## src/rtl/aes_stream_pkg.sv

```systemverilog
// Shared constants for the AES word-stream producer/consumer pair.
// Holds the FIFO word and block widths, words per block, the image block
// count (512*512*3/16), the default FIFO occupancy ceiling and the producer
// state encoding (also exported on the debug state port).
package aes_stream_pkg;

  localparam int unsigned DATA_W_DEF      = 16;
  localparam int unsigned WORDS_PER_BLOCK = 8;
  localparam int unsigned BLOCK_W_DEF     = DATA_W_DEF * WORDS_PER_BLOCK;
  localparam int unsigned FIFO_LIMIT_DEF  = 256;
  localparam logic [15:0] IMAGE_BLOCKS    = 16'hC000;

  typedef enum logic [2:0] {
    StIdle     = 3'd0,
    StWaitBlk  = 3'd1,
    StWaitRoom = 3'd2,
    StSend     = 3'd3,
    StGap      = 3'd4,
    StCheck    = 3'd5,
    StDone     = 3'd6
  } tx_state_e;

endpackage

```

## src/rtl/block_word_mux.sv

```systemverilog
// Combinational word select: returns word idx_i of a packed block, where
// word 0 is the least-significant DATA_W bits.
// Ports:
//   block_i  packed block, WORDS words of DATA_W bits
//   idx_i    word index
//   word_o   selected word
module block_word_mux #(
  parameter int unsigned DATA_W = 16,
  parameter int unsigned WORDS  = 8
) (
  input  logic [DATA_W*WORDS-1:0] block_i,
  input  logic [2:0]              idx_i,
  output logic [DATA_W-1:0]       word_o
);

  always_comb begin
    word_o = '0;
    for (int i = 0; i < WORDS; i++) begin
      if (idx_i == 3'(i)) begin
        word_o = block_i[i*DATA_W +: DATA_W];
      end
    end
  end

endmodule

```

## src/rtl/aes_block_word_tx.sv

```systemverilog
// Producer end of the 16-bit word FIFO feeding the AES path. Accepts 128-bit
// blocks over valid/ready, writes each as eight FIFO words (LS word first,
// one strobe every other cycle), meters blocks against FIFO occupancy and
// counts blocks up to TOTAL_BLOCKS, then raises a sticky done flag.
// Ports:
//   iCLK, iRST_n       clock, synchronous active-low reset
//   iSTART             run start; honoured only in IDLE and DONE
//   iBLOCK_VALID/iBLOCK, oBLOCK_READY   upstream block handshake
//   iFIFO_USEDW, iFIFO_BUSY            FIFO fill level and controller hold-off
//   oWRITE, oWRITEDATA                 FIFO write strobe and data
//   oDONE, oBLOCK_COUNT, oSTATE        run status and debug state
module aes_block_word_tx
  import aes_stream_pkg::*;
#(
  parameter int unsigned DATA_W       = DATA_W_DEF,
  parameter int unsigned BLOCK_W      = BLOCK_W_DEF,
  parameter int unsigned USEDW_W      = 16,
  parameter int unsigned FIFO_LIMIT   = FIFO_LIMIT_DEF,
  parameter logic [15:0] TOTAL_BLOCKS = IMAGE_BLOCKS
) (
  input  logic               iCLK,
  input  logic               iRST_n,
  input  logic               iSTART,
  input  logic               iBLOCK_VALID,
  input  logic [BLOCK_W-1:0] iBLOCK,
  output logic               oBLOCK_READY,
  input  logic [USEDW_W-1:0] iFIFO_USEDW,
  input  logic               iFIFO_BUSY,
  output logic               oWRITE,
  output logic [DATA_W-1:0]  oWRITEDATA,
  output logic               oDONE,
  output logic [15:0]        oBLOCK_COUNT,
  output logic [2:0]         oSTATE
);

  localparam logic [2:0] LastIdx = 3'(WORDS_PER_BLOCK - 1);

  tx_state_e          state_q, state_d;
  logic [2:0]         idx_q, idx_d;
  logic [BLOCK_W-1:0] block_q, block_d;
  logic               write_q, write_d;
  logic [DATA_W-1:0]  wdata_q, wdata_d;
  logic               done_q, done_d;
  logic [15:0]        count_q, count_d;

  logic [DATA_W-1:0]  cur_word;
  logic [USEDW_W:0]   usedw_plus_blk;
  logic               room;
  logic [15:0]        count_inc;

  block_word_mux #(
    .DATA_W (DATA_W),
    .WORDS  (WORDS_PER_BLOCK)
  ) u_word_mux (
    .block_i (block_q),
    .idx_i   (idx_q),
    .word_o  (cur_word)
  );

  // One extra bit so a nearly-full used-words count cannot wrap past the limit.
  // Room for a whole block is reserved up front, so a started block never stalls.
  assign usedw_plus_blk = {1'b0, iFIFO_USEDW} + (USEDW_W+1)'(WORDS_PER_BLOCK);
  assign room           = (usedw_plus_blk <= (USEDW_W+1)'(FIFO_LIMIT)) && !iFIFO_BUSY;
  assign count_inc      = count_q + 16'd1;

  always_comb begin
    state_d = state_q;
    idx_d   = idx_q;
    block_d = block_q;
    write_d = 1'b0;
    wdata_d = wdata_q;
    done_d  = done_q;
    count_d = count_q;
    unique case (state_q)
      StIdle: begin
        if (iSTART) state_d = StWaitBlk;
      end
      StWaitBlk: begin
        if (iBLOCK_VALID) begin
          block_d = iBLOCK;
          idx_d   = 3'd0;
          state_d = StWaitRoom;
        end
      end
      StWaitRoom: begin
        if (room) begin
          write_d = 1'b1;
          wdata_d = cur_word;
          state_d = StGap;
        end
      end
      StSend: begin
        write_d = 1'b1;
        wdata_d = cur_word;
        state_d = StGap;
      end
      StGap: begin
        if (idx_q == LastIdx) begin
          state_d = StCheck;
        end else begin
          idx_d   = idx_q + 3'd1;
          state_d = StSend;
        end
      end
      StCheck: begin
        count_d = count_inc;
        if (count_inc == TOTAL_BLOCKS) begin
          done_d  = 1'b1;
          state_d = StDone;
        end else begin
          state_d = StWaitBlk;
        end
      end
      StDone: begin
        if (iSTART) begin
          done_d  = 1'b0;
          count_d = 16'd0;
          state_d = StWaitBlk;
        end
      end
      default: state_d = StIdle;
    endcase
  end

  always_ff @(posedge iCLK) begin
    if (!iRST_n) begin
      state_q <= StIdle;
      idx_q   <= 3'd0;
      block_q <= '0;
      write_q <= 1'b0;
      wdata_q <= '0;
      done_q  <= 1'b0;
      count_q <= 16'd0;
    end else begin
      state_q <= state_d;
      idx_q   <= idx_d;
      block_q <= block_d;
      write_q <= write_d;
      wdata_q <= wdata_d;
      done_q  <= done_d;
      count_q <= count_d;
    end
  end

  assign oBLOCK_READY = (state_q == StWaitBlk);
  assign oWRITE       = write_q;
  assign oWRITEDATA   = wdata_q;
  assign oDONE        = done_q;
  assign oBLOCK_COUNT = count_q;
  assign oSTATE       = state_q;

endmodule

```

## config.mk

```make
export PLATFORM = sky130hd
export DESIGN_NAME = aes_block_word_tx
export DESIGN_NICKNAME = d
export VERILOG_FILES = /design/src/rtl/aes_stream_pkg.sv /design/src/rtl/block_word_mux.sv /design/src/rtl/aes_block_word_tx.sv
export SDC_FILE = /design/constraint.sdc
export NUM_CORES = 1
export LEC_CHECK = 0
export ABC_AREA = 1
export BUFFER_PORTS_ARGS = -buffer_cell sky130_fd_sc_hd__buf_2
export CAP_MARGIN = 0
export CORE_ASPECT_RATIO = 0.7
export CORE_MARGIN = 2
export CORE_UTILIZATION = 55
export CTS_CLUSTER_DIAMETER = 150
export CTS_CLUSTER_SIZE = 20
export DETAILED_ROUTE_END_ITERATION = 7
export PLACE_DENSITY = 0.79
export SETUP_SLACK_MARGIN = 0.15
export SLEW_MARGIN = 20
export SYNTH_ARGS = -nofsm -noshare
export SYNTH_HDL_FRONTEND = slang
export SYNTH_SLANG_ARGS = --single-unit
```

## constraint.sdc

```tcl
create_clock -name iCLK -period 3 [get_ports iCLK]
set_input_delay 0.6 -clock iCLK [delete_from_list [all_inputs] [get_ports iCLK]]
set_output_delay 0.6 -clock iCLK [all_outputs]
set_load 0.02 [all_outputs]
```

==> flow_summary.yaml, run 1 <==
outcome:
  outcome: "completed"
sta:
  tightest_slew_ps: 1056
  finalClockSkew_ps: 12.56
  clock.fmax_mhz: 380.5
  post-route-min-period_ps: 2628
  hold_viol_final: 0
  final-setup-viol-count: 0
  relSlewSlack_pct: 29.60
  fin_crit_sh_pct: 87.60
  finalSetupTns_ps: 0
  final_max_slew_viol_count: 0
  rsz0062_at_grt: "false"
clock_network:
  cts_tree: "done"
  cts-resized-gates: 0
  cts_setup_buffers: 0
  root_buffer: "clkbuf_16"
  htree_levels: 4
  cts_hold_buf: 0
  clockBufferDepth: 2
  cts.sinks: 168
  clock_latency_ps: 430
  numCtsBuffers: 17
  clkTransAtPathRegs_ps: 70
synthesis:
  synth_top_area_share_pct: 41.92
  synth_area_leaders: "dfxtp_1 42%, nor2_1 16%, nand2_1 11%, o21ai_0 9.4%, nand3_1 5.3%"
  ys_warn_count: 0
  synth.largest_area_cell: "dfxtp_1"
  synth.most_common_cell: "nor2_1"
  synth.distinct_cells: 36
  async_flop_share_pct: 0
  syn_inst: 1216
  synth_area_mm2: 0.008023
  syn_avg_cell_area_um2: 6.598
  synth-seq-cells: 168
  ys_seq_area_share_pct: 41.92
  synth_edf_count: 0
  synth_flop_cell: "dfxtp_1"
  syn-num-nets: 1374
  synthTopCellsByCount: "337 x nor2_1, 245 x nand2_1, 168 x dfxtp_1"
drt:
  drtIter0Drc: 1040
  routed_wl_mm: 23.41
  drc_errors: 0
  wl_per_cell_um: 14.98
  vias: 8439
  dr.pass1.iters: 6
  ant_nets: 0
  vias_per_cell: 5.399
floorplan:
  die_area_mm2: 0.01558
  coreArea_mm2: 0.01410
  fp-row-count: 36
  ios: 187
  start_util_pct: 56.90
  die_y_um: 105.1
  die_x_um: 148.4
worst_setup_path:
  crit_slowest_cell: "ha_1"
  start_kind: "flip-flop"
  r2r_slack_ps: 370
  regToRegStartpoint: "idx_q[0]"
  critical_path_class: "flip-flop to flip-flop"
  cp-startpoint: "idx_q[0]"
  r2r_end: "oWRITEDATA[3]"
  cpMostUsedCell: "nand2_1"
  worstPathArrival_ps: 2950
  critPathRequiredTime_ps: 3320
  cp_cell_sequence: "ha_1, ha_1, inv_1, o211ai_1, nand3_1, nand2_1, nand2_1, nor2_1, o21ai_0, nand2_1, o21ai_2"
  slowest_delay_ps: 540
  worstPathMaxFanout: 17
  rr_worst_depth: 11
  cp-end-kind: "flip-flop"
  worstSetupEndpoint: "oWRITEDATA[3]"
pwr:
  max-vdd-ir-drop_uv: 430.4
  leakage_uw: 0.004566
  power_density_mw_per_mm2: 694.6
global_route:
  grt_max_degree: 127
  grt_overflow: 0
  grt_pass1_wl_mm: 38.34
  grt_pass1_vias: 7630
  gr-usage-all-layers_pct: 30.57
  antenna_found_initial: 0
layout:
  final_nets: 1518
  fin_util_pct: 67.96
  seq_area_mm2: 0.003363
  area_growth_pct: 19.43
  n_antenna_cell: 0
  n_fill_cell: 1319
  layout-drive-gt1-share_pct: 18.35
  multiInputGateArea_mm2: 0.004195
worst_hold_path:
  hold_path_class: "input port to flip-flop"
placed_design:
  gp_congestion: 0.9368
  port-buffer-count: 186
  place_hpwl_mm: 16.41
flow_run:
  max-cap-violations: 0
[layout make-up]
class,count,area share (%)
clock buffer,20,4.662
tap,190,2.481
clock inverter,12,1.397
multi-input combinational,932,43.78
sequential,168,35.10
inverter,45,1.789
timing repair buffer,196,10.79
[sequential cells by signal, summed over array words and instances (netlist names)]
| name | count |
|---|---|
| idx_q | 3 |
| oDONE | 1 |
| oBLOCK_COUNT | 16 |
| block_q | 128 |
| oWRITE | 1 |
| oWRITEDATA | 16 |
| oSTATE | 3 |
[worst min-delay path by stage]
stage,start,end,depth (start not counted),slack (ps)
2_1_floorplan,block_q[111],block_q[111],2,430
3_3_place_gp,block_q[111],block_q[111],2,450
3_5_place_dp,block_q[111],block_q[111],2,450
4_1_cts,iBLOCK[100],block_q[100],3,380
5_1_grt,iBLOCK[127],block_q[127],3,390
6_report,iBLOCK[127],block_q[127],3,380
[cell families after synthesis]
family	count (synthesis)	share of synthesized area [%]
AOI/OAI and AO/OA	216	14.63
xor gates and xnor gates	5	0.5458
adders and majority gates	9	1.404
buffers and inverters	116	5.848
DFF	168	41.92
and+or+nand+nor	702	35.65
[power breakdown]
part	internal (uW)	switching [uW]	leakage, uW
Clock	1200	977	0.000279
Sequential	2690	298	0.00137
Combinational	491	999	0.00292
Total	4380	2270	0.00457
[layout by cell type (no fill, tap or decap), types with 3 or more instances in the layout]
| cell type | instances |
|---|---|
| buf_4 | 9 |
| o21ai_0 | 151 |
| nand3b_1 | 4 |
| o211ai_1 | 15 |
| inv_1 | 41 |
| ha_1 | 9 |
| nor2_1 | 337 |
| a21oi_1 | 29 |
| buf_2 | 185 |
| nand2_1 | 245 |
| o21ai_2 | 9 |
| clkbuf_16 | 17 |
| nor2_2 | 3 |
| inv_8 | 4 |
| o21ai_1 | 7 |
| clkinv_4 | 3 |
| nand4_1 | 9 |
| or2_2 | 4 |
| nor3_1 | 7 |
| dfxtp_1 | 168 |
| nand3_1 | 85 |
| xor2_1 | 5 |
[metrics by stage]
stage / instance area, um2 / instances / worst slack (ps) / power (uW) / hold slack, ps
after floorplan: 8023 / 1216 / 1004 / 3955 / 429.7
after global placement: 9001 / 1531 / 591.1 / 4461 / 446.7
after detailed placement: 9001 / 1531 / 453.4 / 4479 / 445.6
after CTS: 9582 / 1563 / 434.1 / 6641 / 380.9
after global routing: 9582 / 1563 / 179.4 / 7020 / 387.6
final: 9582 / 1563 / 371.9 / 6655 / 381.7
[routing by layer]
metal | GRT usage (%) | wire (um)
met1 | 45.67 | 11100
met2 | 43.58 | 9571
met3 | 8.341 | 2403
met4 | 6.939 | 335
met5 | 0 | 0
[worst max-delay path, delay by kind of cell (launching register included)]
family / cells / cell delay (ps)
flops: 1 / 400
buf+inv: 1 / 430
fa+ha+maj: 2 / 750
compound gates: 3 / 380
simple gates: 5 / 560
(Power assumes the default switching activity.)
==> run 2, diff against run 1 <==
BUFFER_PORTS_ARGS = unset   (was -buffer_cell sky130_fd_sc_hd__buf_2)
DONT_BUFFER_PORTS = 1   (was unset)
PLACE_DENSITY = 0.68   (was 0.79)
RECOVER_POWER = 100   (was unset)
==> run 2 against run 1 <==
- largest power group unchanged
- design area down 10%
- flip-flop and latch count unchanged
- non-clock buffer count down 180
- sequential power about the same
- clock power about the same
- critical path type unchanged
==> flow_summary.yaml, run 2 (synthesized netlist as in run 1, its figures left out) <==
floorplan:
  start_util_pct: 56.90
  die_y_um: 105.1
  die_x_um: 148.4
  fp-row-count: 36
  die_area_mm2: 0.01558
  ios: 187
  coreArea_mm2: 0.01410
clock_network:
  htree_levels: 4
  clockBufferDepth: 2
  cts_setup_buffers: 0
  cts.sinks: 168
  cts_tree: "done"
  numCtsBuffers: 17
  root_buffer: "clkbuf_16"
  clkTransAtPathRegs_ps: 70
  cts_hold_buf: 0
  clock_latency_ps: 420
worst_setup_path:
  cp_cell_sequence: "inv_1, nor3_1, nand4_4, a21oi_1, nand2_1, o21ai_0"
  critPathBufInv: 1
  crit_slowest_cell: "a21oi_1"
  worstPathMaxFanout: 13
  critical_path_class: "flip-flop to flip-flop"
  start_kind: "flip-flop"
  rr_worst_depth: 6
  worstPathArrival_ps: 2890
  regToRegStartpoint: "oSTATE[1]"
  critPathRequiredTime_ps: 3340
  r2r_slack_ps: 440
  cp-end-kind: "flip-flop"
  cp_top_family: "compound AO/OA/AOI/OAI gates"
  r2r_end: "oWRITEDATA[3]"
  slowest_delay_ps: 960
sta:
  rsz0062_at_grt: "false"
  fin_crit_sh_pct: 85.28
  finalClockSkew_ps: 10.54
  post-route-min-period_ps: 2558
  final-setup-viol-count: 0
  finalSetupTns_ps: 0
  hold_viol_final: 0
  final_max_slew_viol_count: 0
  relSlewSlack_pct: 20.10
  tightest_slew_ps: 1199
  clock.fmax_mhz: 390.9
layout:
  largest_register_ffs: 128
  n_fill_cell: 1392
  n_antenna_cell: 0
  seq_area_mm2: 0.003363
  final_cell_mix: "337 x nor2_1, 245 x nand2_1, 168 x dfxtp_1"
  multiInputGateArea_mm2: 0.004150
  final_common_cell: "nor2_1"
  layout-drive-gt1-share_pct: 4.950
  regMostFlops: "block_q"
  area_growth_pct: 7.408
  final_nets: 1338
drt:
  drtIter0Drc: 829
  drc_errors: 0
  routed_wl_mm: 23.10
  vias: 7687
  dr.pass1.iters: 5
  vias_per_cell: 5.562
  ant_nets: 0
  wl_per_cell_um: 16.71
global_route:
  grt_overflow: 0
  antenna_found_initial: 0
  grt_pass1_vias: 6902
  grt_pass1_wl_mm: 36.43
  gr-usage-all-layers_pct: 29.58
  grt_max_degree: 144
placed_design:
  port-buffer-count: 0
  place_hpwl_mm: 16.23
  gp_congestion: 0.9465
pwr:
  max-vdd-ir-drop_uv: 394.8
  power_density_mw_per_mm2: 752.9
  leakage_uw: 0.003755
  power_uw: 6488
worst_hold_path:
  whs_path_depth: 2
  min_to: "block_q[123]"
  hold_path_class: "input port to flip-flop"
  hp-start: "iBLOCK[123]"
flow_run:
  max-cap-violations: 0
outcome:
  outcome: "completed"
-- run 2: routing by layer --
layer | GRT usage [%] | wire length, um | vias up | part of all wire (%)
met4 | 7.347 | 262 | 0 | 1.1
met2 | 41.24 | 9414 | 358 | 41
met5 | 0 | 0 | - | 0
li1 | - | - | 3857 | -
met1 | 44.82 | 10940 | 3447 | 47
met3 | 7.948 | 2484 | 25 | 11
-- run 2: where the power goes --
part | internal (uW) | switching [uW] | leakage [uW]
registers | 2690 | 330 | 0.00137
clock network | 1260 | 934 | 0.000277
logic | 398 | 875 | 0.00211
-- run 2: timing repair --
action / 4_1_cts / 5_1_grt
hold endpoints to repair: 0 / 0
endpoints found under the setup margin: 0 / 3
resized for setup: 0 / 1
-- run 2: metrics by stage --
stage	utilization, %	worst slack [ps]	cells	cell area (um2)	hold WS, ps
after floorplan	-	1004	1216	8023	429.7
after global placement	57.45	514.9	1351	8100	447.4
after detailed placement	57.45	491.8	1351	8100	454.5
after CTS	61.62	483.8	1382	8687	304.4
after global routing	61.12	203.6	1382	8617	312.5
final	61.12	441.6	1382	8617	312.3
-- run 2: layout make-up --
type / count / share of cell area (%)
Clock buffer: 19 / 5.140
Clock inverter: 12 / 1.670
Inverter: 45 / 1.975
Multi-Input combinational cell: 932 / 48.16
Sequential cell: 168 / 39.03
Tap cell: 190 / 2.759
Timing Repair Buffer: 16 / 1.263
-- run 2: worst reg2reg max path, cell delays in order, from the launching register on --
cell     delay (ps)
dfxtp_1         540
inv_1           150
nor3_1          350
nand4_4         220
a21oi_1         960
nand2_1         140
o21ai_0         120
-- run 2: worst max-delay path by stage --
| stage | end | start | cells past startpoint | slack (ps) |
|---|---|---|---|---|
| 2_1_floorplan | oWRITEDATA[10] | iFIFO_USEDW[3] | 11 | 1000 |
| 3_3_place_gp | oWRITEDATA[5] | idx_q[0] | 14 | 510 |
| 3_5_place_dp | oWRITEDATA[5] | idx_q[0] | 14 | 490 |
| 4_1_cts | oWRITEDATA[5] | idx_q[0] | 14 | 480 |
| 5_1_grt | oSTATE[2] | oBLOCK_COUNT[1] | 13 | 200 |
| 6_report | oWRITEDATA[3] | oSTATE[1] | 6 | 440 |
==> run 3, diff against run 2 <==
CELL_PAD_IN_SITES_DETAIL_PLACEMENT = 1   (was unset)
CELL_PAD_IN_SITES_GLOBAL_PLACEMENT = 1   (was unset)
CORE_UTILIZATION = 47   (was 55)
PLACE_DENSITY = 0.82   (was 0.68)
==> run 3 against run 2 <==
- non-clock buffer count shrank 3
- maximum frequency shrank 3.3%
- via count grew 2.3%
- register-to-register slack lost 90 ps
- utilization shrank 8.8 points
- sequential share of layout area shrank 0.057 points
==> flow_summary.yaml, run 3 (synthesized netlist as in run 1, its figures left out) <==
global_route:
  antenna_found_initial: 0
  grt_pass1_wl_mm: 42.17
  grt_max_degree: 144
  grt_pass1_vias: 7957
  gr-usage-all-layers_pct: 29.40
  grt_overflow: 0
sta:
  finalSetupTns_ps: 0
  final-setup-viol-count: 0
  post-route-min-period_ps: 2645
  rsz0062_at_grt: "false"
  tightest_slew_ps: 1193
  finalClockSkew_ps: 9.836
  final_max_slew_viol_count: 0
  relSlewSlack_pct: 20.47
  clock.fmax_mhz: 378.0
  fin_crit_sh_pct: 88.18
  hold_viol_final: 0
clock_network:
  clkTransAtPathRegs_ps: 70
  cts_tree: "done"
  clock_latency_ps: 430
  cts-resized-gates: 0
  root_buffer: "clkbuf_16"
  cts_setup_buffers: 0
  htree_levels: 4
  cts_hold_buf: 0
  cts.sinks: 168
  numCtsBuffers: 17
  clockBufferDepth: 2
pwr:
  power_frac_clock_pct: 33.2
  p_int_uw: 4286
  max-vdd-ir-drop_uv: 323.5
  power_density_mw_per_mm2: 753.7
  p_switching_uw: 2218
  p_seq_share_pct: 46.7
  p_sw_share_pct: 34.10
  leakage_uw: 0.003742
  combinationalPowerShare_pct: 20.1
floorplan:
  die_y_um: 113.3
  die_area_mm2: 0.01815
  start_util_pct: 48.64
  die_x_um: 160.2
  ios: 187
  fp-row-count: 39
  coreArea_mm2: 0.01649
drt:
  wl_per_cell_um: 18.51
  wl_met3_mm: 1.945
  wl_met2_mm: 11.28
  highest_layer: "met4"
  routed_wl_mm: 26.19
  vias_per_cell: 5.557
  dr.pass1.iters: 5
  drc_errors: 0
  wl_met1_mm: 12.61
  vias: 7863
  drtIter0Drc: 732
  ant_nets: 0
worst_setup_path:
  cp-end-kind: "flip-flop"
  worstPathMaxFanout: 21
  r2r_slack_ps: 350
  critPathRequiredTime_ps: 3300
  critical_path_class: "flip-flop to flip-flop"
  worstPathArrival_ps: 2950
  start_kind: "flip-flop"
layout:
  final_common_cell: "nor2_1"
  layout-drive-gt1-share_pct: 4.874
  regMostFlops: "block_q"
  largest_register_ffs: 128
  n_antenna_cell: 0
  final_nets: 1335
  final_cell_area_mm2: 0.008630
  final_cell_mix: "337 x nor2_1, 245 x nand2_1, 168 x dfxtp_1"
  area_growth_pct: 7.564
worst_hold_path:
  hold_path_class: "input port to flip-flop"
placed_design:
  port-buffer-count: 0
  gp_congestion: 0.8797
  placed_area_mm2: 0.008109
  place_hpwl_mm: 18.59
outcome:
  outcome: "completed"
flow_run:
  max-cap-violations: 0
## run 3: cell types whose count changed in the layout (fill, tap and decap cells not counted), sizes merged
cell | before | now
buf | 12 | 10
clkinv | 6 | 5
bufinv | 2 | 1
inv | 45 | 47
## run 3: metal layers
metal / GRT usage [%] / vias to the layer above
met2: 46.03 / 275
met1: 41.31 / 3712
met3: 6.928 / 27
met4: 6.787 / 0
li1: - / 3849
met5: 0 / -
## run 3: path summary, 6_finish.rpt
path                from       endpoint  depth (start not counted)
max             idx_q[0]  oWRITEDATA[5]                         13
min           iBLOCK[70]    block_q[70]                          2
max reg2reg     idx_q[0]  oWRITEDATA[5]                         13
min reg2reg  block_q[79]    block_q[79]                          2
## run 3: layout make-up
class                   instances  area, um2
clock buffers                  20      456.7
clock inverters                12      117.6
fillers                      2218       7864
inverters                      45      171.4
multi-input cells             932       4153
flip-flops and latches        168       3363
well taps                     225      281.5
repair buffers                 13      86.33
## run 3: critical path, cell delays in order (launching register included)
cell and delay, ps:
dfxtp_1 410, inv_1 100, ha_1 240, nand2_1 490, buf_4 300, nand3_1 120, o211ai_1 130, nand3_1 200
nand2_1 110, nand2_1 60, nor2_1 90, o21ai_0 110, nand2_1 70, o21ai_0 100
## run 3: through the flow
step	total power (uW)	cells	utilization, %	worst slack [ps]	hold WS [ps]
after floorplan	3955	1216	-	1004	429.7
after global placement	4327	1383	49.17	469.2	455.7
after detailed placement	4373	1383	49.17	441.7	457.8
after CTS	6546	1415	52.65	387.0	292.5
after global routing	6880	1415	52.32	154.6	291.8
final	6504	1415	52.32	354.7	297.9
## run 3: power by group through the flow
| stage | sequential (uW) | clock, uW | combinational (uW) |
|---|---|---|---|
| 6_report | 3040 | 2160 | 1310 |
| 5_1_grt | 3080 | 2280 | 1510 |
| 4_1_cts | 3030 | 2180 | 1330 |
| 3_5_place_dp | 3060 | 0 | 1310 |
| 3_3_place_gp | 3070 | 0 | 1260 |
| 2_1_floorplan | 2920 | 0 | 1030 |
